### src/rtl/riscv_rb_param.sv
// Parametrised register bank with NRD combinational read ports, one write
// port, optional write-to-read bypass and hardwired-zero r0. It also holds a
// per-register pending scoreboard and a sequenced clear engine that zeroes the
// bank one register per cycle.
module riscv_rb_param #(
  parameter int unsigned XLEN    = 32,
  parameter int unsigned NREG    = 32,
  parameter int unsigned NRD     = 2,
  parameter bit          BYPASS  = 1'b1,
  parameter bit          ZERO_R0 = 1'b1,
  localparam int unsigned AW     = $clog2(NREG)
) (
  input  logic                clk,
  input  logic                rst,
  input  logic                ce,
  input  logic                we,
  input  logic [AW-1:0]       wa,
  input  logic [XLEN-1:0]     wd,
  input  logic [NRD*AW-1:0]   ra,
  output logic [NRD*XLEN-1:0] rdata,
  output logic [NRD-1:0]      rs_pending,
  input  logic                iss_vld,
  input  logic [AW-1:0]       iss_rd,
  output logic [NREG-1:0]     busy_vec,
  input  logic                clr_req,
  output logic                clr_busy,
  output logic                clr_done
);

  typedef enum logic [1:0] {StIdle, StSweep, StDone} state_e;

  state_e          state_q;
  logic [AW-1:0]   cnt_q;
  logic            clr_busy_q;
  logic            clr_done_q;
  logic [XLEN-1:0] regs_q [NREG];
  logic [NREG-1:0] busy_q, busy_d;

  logic            idle;
  logic            wr_legal;
  logic            iss_legal;
  logic            byp_en;
  logic            wr_en;
  logic [AW-1:0]   wr_addr;
  logic [XLEN-1:0] wr_data;

  assign idle      = (state_q == StIdle);
  // Writes and issues targeting a hardwired r0 are dropped entirely.
  assign wr_legal  = we && !(ZERO_R0 && (wa == '0));
  assign iss_legal = iss_vld && !(ZERO_R0 && (iss_rd == '0));
  // Forwarding is only meaningful when the write will actually land this edge.
  assign byp_en    = BYPASS && ce && idle && wr_legal;

  // Select the single array write: writeback in idle, zero-fill while sweeping.
  always_comb begin
    wr_en   = 1'b0;
    wr_addr = wa;
    wr_data = wd;
    if (ce) begin
      if (idle && wr_legal) begin
        wr_en = 1'b1;
      end else if (state_q == StSweep) begin
        wr_en   = 1'b1;
        wr_addr = cnt_q;
        wr_data = '0;
      end
    end
  end

  // Register array storage.
  always_ff @(posedge clk or posedge rst) begin
    if (rst) begin
      for (int i = 0; i < NREG; i++) regs_q[i] <= '0;
    end else if (wr_en) begin
      regs_q[wr_addr] <= wr_data;
    end
  end

  // Scoreboard next state; a same-index issue overrides the write's clear.
  always_comb begin
    busy_d = busy_q;
    if (ce) begin
      if (idle) begin
        if (wr_legal)  busy_d[wa]     = 1'b0;
        if (iss_legal) busy_d[iss_rd] = 1'b1;
      end else if (state_q == StSweep) begin
        busy_d[cnt_q] = 1'b0;
      end
    end
  end

  // Scoreboard state.
  always_ff @(posedge clk or posedge rst) begin
    if (rst) busy_q <= '0;
    else     busy_q <= busy_d;
  end

  // Clear engine: IDLE -> SWEEP (one register per cycle) -> DONE pulse -> IDLE.
  always_ff @(posedge clk or posedge rst) begin
    if (rst) begin
      state_q    <= StIdle;
      cnt_q      <= '0;
      clr_busy_q <= 1'b0;
      clr_done_q <= 1'b0;
    end else if (ce) begin
      unique case (state_q)
        StIdle: begin
          if (clr_req) begin
            state_q    <= StSweep;
            cnt_q      <= '0;
            clr_busy_q <= 1'b1;
          end
        end
        StSweep: begin
          cnt_q <= cnt_q + 1'b1;
          if (cnt_q == AW'(NREG - 1)) begin
            state_q    <= StDone;
            clr_done_q <= 1'b1;
          end
        end
        StDone: begin
          state_q    <= StIdle;
          clr_busy_q <= 1'b0;
          clr_done_q <= 1'b0;
        end
        default: state_q <= StIdle;
      endcase
    end
  end

  // Per-port read mux and pending flag.
  for (genvar k = 0; k < NRD; k++) begin : g_rd
    logic [AW-1:0] ra_k;
    logic          is_r0;
    logic          hit;
    assign ra_k  = ra[k*AW +: AW];
    assign is_r0 = ZERO_R0 && (ra_k == '0);
    assign hit   = byp_en && (wa == ra_k);
    assign rdata[k*XLEN +: XLEN] = is_r0 ? '0 : (hit ? wd : regs_q[ra_k]);
    assign rs_pending[k]         = !is_r0 && busy_q[ra_k] && !hit;
  end

  assign busy_vec = busy_q;
  assign clr_busy = clr_busy_q;
  assign clr_done = clr_done_q;

endmodule

### config.mk
export PLATFORM = sky130hd
export DESIGN_NAME = riscv_rb_param
export DESIGN_NICKNAME = d
export VERILOG_FILES = /design/src/rtl/riscv_rb_param.sv
export SDC_FILE = /design/constraint.sdc
export NUM_CORES = 2
export LEC_CHECK = 0
export BUFFER_PORTS_ARGS = -buffer_cell sky130_fd_sc_hd__buf_2
export CAP_MARGIN = 20
export CORE_UTILIZATION = 47
export CTS_CLUSTER_SIZE = 20
export DETAILED_ROUTE_END_ITERATION = 7
export PLACE_DENSITY = 0.63
export SLEW_MARGIN = 30
export SYNTH_ARGS = -nofsm -noshare
export SYNTH_HDL_FRONTEND = slang
export SYNTH_SLANG_ARGS = --single-unit
### constraint.sdc
create_clock -name clk -period 53.1 [get_ports clk]
set_input_delay 2.655 -clock clk [delete_from_list [all_inputs] [get_ports clk]]
set_output_delay 2.655 -clock clk [all_outputs]
set_load 0.01 [all_outputs]
# Word-level counts from Yosys, hierarchy flattened

Index checks and enable logic that the tools add are counted.

Div/mod/pow operators: 0
Equality and inequality tests: 7
Bitwise operators: 8
Shifts and indexed selects: 0
Reductions and logical operators: 34
Order comparisons: 12
Mux-type cells: 47
Multipliers: 0
$add $sub $neg: 1

Operators by type and width:

| kind                                                                                | count |
|---|---|
| 1024-bit bitwise mux                                                                | 1 |
| 32-bit 2-to-1 mux                                                                   | 18 |
| 32-bit binary-select mux with 5-bit select                                          | 2 |
| 32-bit demux with 5-bit select                                                      | 1 |
| 32-bit AND                                                                          | 2 |
| 32-bit NOT                                                                          | 2 |
| 32-bit OR                                                                           | 1 |
| 5-bit by 6-bit < comparator with 1-bit output, second input constant                | 5 |
| 5-bit logical NOT                                                                   | 4 |
| 5-bit 2-to-1 mux                                                                    | 4 |
| 6-bit greater-or-equal comparator, second input constant                            | 3 |
| 5-bit NOT with 6-bit output                                                         | 3 |
| 1-bit demux with 5-bit select                                                       | 3 |
| 5-bit by 1-bit greater-or-equal comparator with 1-bit output, second input constant | 3 |
| 1-bit logical AND                                                                   | 15 |
| 3-bit AND reduction                                                                 | 4 |
| 1-bit binary-select mux with 5-bit select                                           | 2 |
| 5-bit == test                                                                       | 2 |
| 1-bit 2-to-1 mux                                                                    | 10 |
| 5-bit one-hot mux with 2 select lines                                               | 1 |
| 1-bit logical NOT                                                                   | 6 |
| 6-bit by 1-bit < comparator with 1-bit output, second input constant                | 1 |
| 2-bit nonzero test                                                                  | 3 |
| 5-bit by 1-bit adder with 5-bit output, second input constant                       | 1 |
| other kinds (10)                                                                    | 12 |

Word-level logic and storage cells: 146
Memories: 0
Register bits: 1,065
Latch bits: 0
Memory bits (read-only): 0
Memory bits (writable): 0

# Logic depth before layout (Yosys ltp)

Depth after elaboration: 12
Mapped depth: 10
Gate-level depth less buffers: 7

# Worst setup path before layout

OpenSTA, ideal clock, no wires.

Path kind: input-to-output
From: input port ra[0]
To: output port rdata[29]
Slack: 46,050 ps
Arrival time: 4,395 ps
Data required time: 50,445 ps
Cell stages on the path: 10
Path through: buf_2 -> buf_4 -> buf_6 -> buf_6 -> buf_4 -> mux2i_1 -> a22oi_1 -> nand2_1 -> o311a_1 -> nor3_1

Longest elaborated chain between the ends: 6
Elaborated cells between the ends (all ways): 9
Those cells by class: eq/ne (1); mux (5); bitwise (1); reduce/logical (2)

Ends and longest elaborated chain:

| item                                                 | line | source |
|---|---|---|
| start, declared                                      | 19   | `input logic [NRD*AW-1:0] ra,` |
| 5-bit NOT with 6-bit output (not written as such)    | 139  | `assign rdata[k*XLEN +: XLEN] = is_r0 ? '0 : (hit ? wd : regs_q[ra_k]);` |
| 32-bit binary-select mux with 5-bit select           | 139  |  |
| 32-bit 2-to-1 mux (not written as such) (2 in a row) | 139  |  |
| 32-bit 2-to-1 mux                                    | 139  |  |
| 32-bit 2-to-1 mux *                                  | 139  |  |
| end, declared                                        | 20   | `output logic [NRD*XLEN-1:0] rdata,` |

Mark *: on every way between the ends. The rest lies on a longest branch, timed or not. The select of a mux whose other input is x is not followed.

# Worst setup path after layout

From: input port ra[0]
To: output port rdata[12]

The elaborated chain is that of the path after synthesis.

==> results_dict.tcl <==
set metrics [dict create \
    synth_ff_type "dfrtp_1" \
    cp_common_cell "buf_4" \
    grt_pass1_vias 43400 \
    area_delta_synth_final_pct 9.66 \
    htree_num_levels 3 \
    ant_nets 0 \
    seq_area_frac_synth 0.469 \
    synth_area_leader_cell "dfrtp_1" \
    syn-num-nets 5405 \
    drive_above_1_share 0.179 \
    tns_ns 0 \
    fp.coreArea_mm2 0.120 \
    total_power_mw 2.99 \
    clock_latency_ns 0.72 \
    path_buf_inv 5 \
    drtIter0Drc 5091 \
    io_pins 158 \
    synth.yosys.warnings 0 \
    grt_pass1_wl_um 289000 \
    hold_violations 0 \
    postCtsResizedCells 0 \
    post-route-min-period_ns 9.74 \
    rows 127 \
    avgSynthCellArea_um2 10.6 \
    cts_buffer_depth 3 \
    synth_top_area_share 0.469 \
    cts_setup_buffers 0 \
    finalCritPeriodShare 0.183 \
    gp_congestion 0.853 \
    synth_seq_cells 1065 \
    numCtsBuffers 113 \
    rsz0062_at_grt "false" \
    cpLargestDelayFamily "buffers and inverters" \
    cts_tree "built" \
    cts_root_buffer "clkbuf_16" \
    slowest_delay_ns 0.79 \
    vias 44500 \
    initial_core_util 0.474 \
    drt_pass1_iterations 6 \
    netlist_area_mm2 0.0569 \
    max_cap_viol_count 0 \
    dieArea_mm2 0.122 \
    worstMarginPinSlew_ns 1.09 \
    synth-edff-count 0 \
    fmaxAchievable_mhz 103 \
    critPathKind "input pin to primary output" \
    hpwl_um 102000 \
    cpMaxStageDelayCell "buf_4" \
    antenna_found_initial 5 \
    cellPowerDensity_mw_per_mm2 47.9 \
    die_x_um 350 \
    drc 0 \
    p_leak_nw 26.9 \
    ir_worst_vdd_uv 30.0 \
    cp.required_ns 50.44 \
    cp.arrival_ns 7.08 \
    netlist_instances 5342 \
    final_nets 5224 \
    async_flop_share 1.00 \
    cp-start-kind "input pin" \
    run_status "finished, final reports clean" \
    viasPerCell 6.47 \
    grtUsageTotal 0.318 \
    path_cells "buf_8, buf_4, buf_4, buf_6, mux2i_1, a22oi_1, nand2_1, o311a_1, nor3_1, buf_2" \
    die_h_um 350 \
    wire_per_inst_um 28.1 \
    netlist-cell-type-count 67 \
    routed_wl_um 193000 \
    cts.clk_slew.worst_paths_ns 0.06 \
    skew_ns 0.0252 \
    worstSetupEndpointType "primary output" \
    overflow 0 \
    setup_violations 0 \
    slew_headroom 0.275 \
    holdBufCountCts 0 \
    drv_slew 0 \
    cts_sinks 1065 \
    port_buffers 157 \
    synth_area_leaders "dfrtp_1 47%, mux4_2 16%, o21ai_0 8.1%" \
    hp-class "flip-flop to flip-flop" \
    path_max_fanout 50 \
    grt_max_degree 166 \
]
[path summary, 6_finish.rpt]
path,from,to,slack (ns),cells after the start
hold / removal,regs_q[294]$_DFFE_PP0P_,regs_q[294]$_DFFE_PP0P_,0.49,2
setup reg to reg,state_q[1]$_DFFE_PP0P_,regs_q[375]$_DFFE_PP0P_,49.21,6
min in group asynchronous,rst,regs_q[103]$_DFFE_PP0P_,2.10,2
hold reg to reg,regs_q[294]$_DFFE_PP0P_,regs_q[294]$_DFFE_PP0P_,0.49,2
setup / recovery,ra[0],rdata[12],43.36,10
max in group asynchronous,rst,regs_q[974]$_DFFE_PP0P_,47.42,6
[layout by cell type, fill, tap and decap left out, drive strengths merged, types with 31 or more instances in the layout]
master  synthesis  routed
and2           33      33
mux4          402     402
nand2        1116    1116
or3            34      34
o22a           31      31
buf           201     258
o21ai        1052    1052
a221o          31      31
dfrtp        1065    1065
o22ai          99      99
clkbuf        353     165
o311a          31      31
nor3           70      70
o31ai          52      52
nor2          146     146
a22oi          32      32
mux2i         260     260
a221oi         62      62
[through the flow]
step / utilization / cell area (um^2) / cells / setup slack, ns / hold WS (ns)
after floorplan: - / 56900 / 5342 / 20.47 / 0.459
after global placement: 0.485 / 58100 / 6653 / 43.18 / 0.473
after detailed placement: 0.486 / 58300 / 6656 / 43.21 / 0.485
after CTS: 0.519 / 62200 / 6865 / 43.21 / 0.499
after global routing: 0.520 / 62400 / 6867 / 43.09 / 0.515
final: 0.520 / 62400 / 6868 / 43.36 / 0.493
[cell usage after synthesis (33+ instances only)]
| cell | count |
|---|---|
| mux4_2 | 402 |
| and2_1 | 33 |
| o31ai_1 | 52 |
| dfrtp_1 | 1065 |
| o21ai_1 | 128 |
| clkbuf_1 | 352 |
| or3_1 | 34 |
| mux2i_1 | 255 |
| nor2_1 | 145 |
| nand2_1 | 1116 |
| buf_2 | 122 |
| o22ai_1 | 99 |
| o21ai_0 | 924 |
| nor3_1 | 70 |
| a221oi_1 | 62 |
[layer usage]
metal | part of all wire | global-route usage | vias up
met3 | 0.10 | 0.0731 | 494
met2 | 0.45 | 0.483 | 2292
li1 | - | - | 19200
met5 | 0.00063 | 0.00510 | -
met1 | 0.40 | 0.439 | 22500
met4 | 0.044 | 0.132 | 8
[cell families (layout without fill, tap and decap cells)]
kind of cell,count (synthesis),count (layout),synth area share
compound gates,1543,1543,0.166
fa+ha+maj,5,5,0.00110
buf+inv,568,481,0.0455
flops,1065,1065,0.469
mux,666,666,0.207
xor+xnor,10,10,0.00154
simple gates,1485,1485,0.111
other cells,0,1,0
[sequential cells by signal, indices dropped and copies added (netlist names)]
signal	cells
busy_vec	32
cnt_q	5
regs_q	1024
clr_done	1
state_q	2
clr_busy	1
[final cells by class]
cell class	instances	area (um^2)
fillers	10600	57600
multi-input cells	3709	27900
flip-flops and latches	1065	26700
clock buffers	165	3410
well taps	1612	2020
repair buffers	258	1810
clock inverters	44	567
inverters	14	60.1
diodes	1	2.50
[worst reg2reg max path: cells and delay by family (launching register included)]
kind | cells | cell delay, ns
AOI/OAI and AO/OA | 2 | 0.56
DFF | 1 | 0.58
buffers and inverters | 2 | 1.48
and+or+nand+nor | 1 | 0.39
muxes | 1 | 0.74
[where the power goes]
| group | internal (mW) | switching (mW) |
|---|---|---|
| Sequential | 1.11 | 0.228 |
| Clock | 0.505 | 0.344 |
| Combinational | 0.376 | 0.429 |
Note: power is estimated with default switching activity, not from simulation.
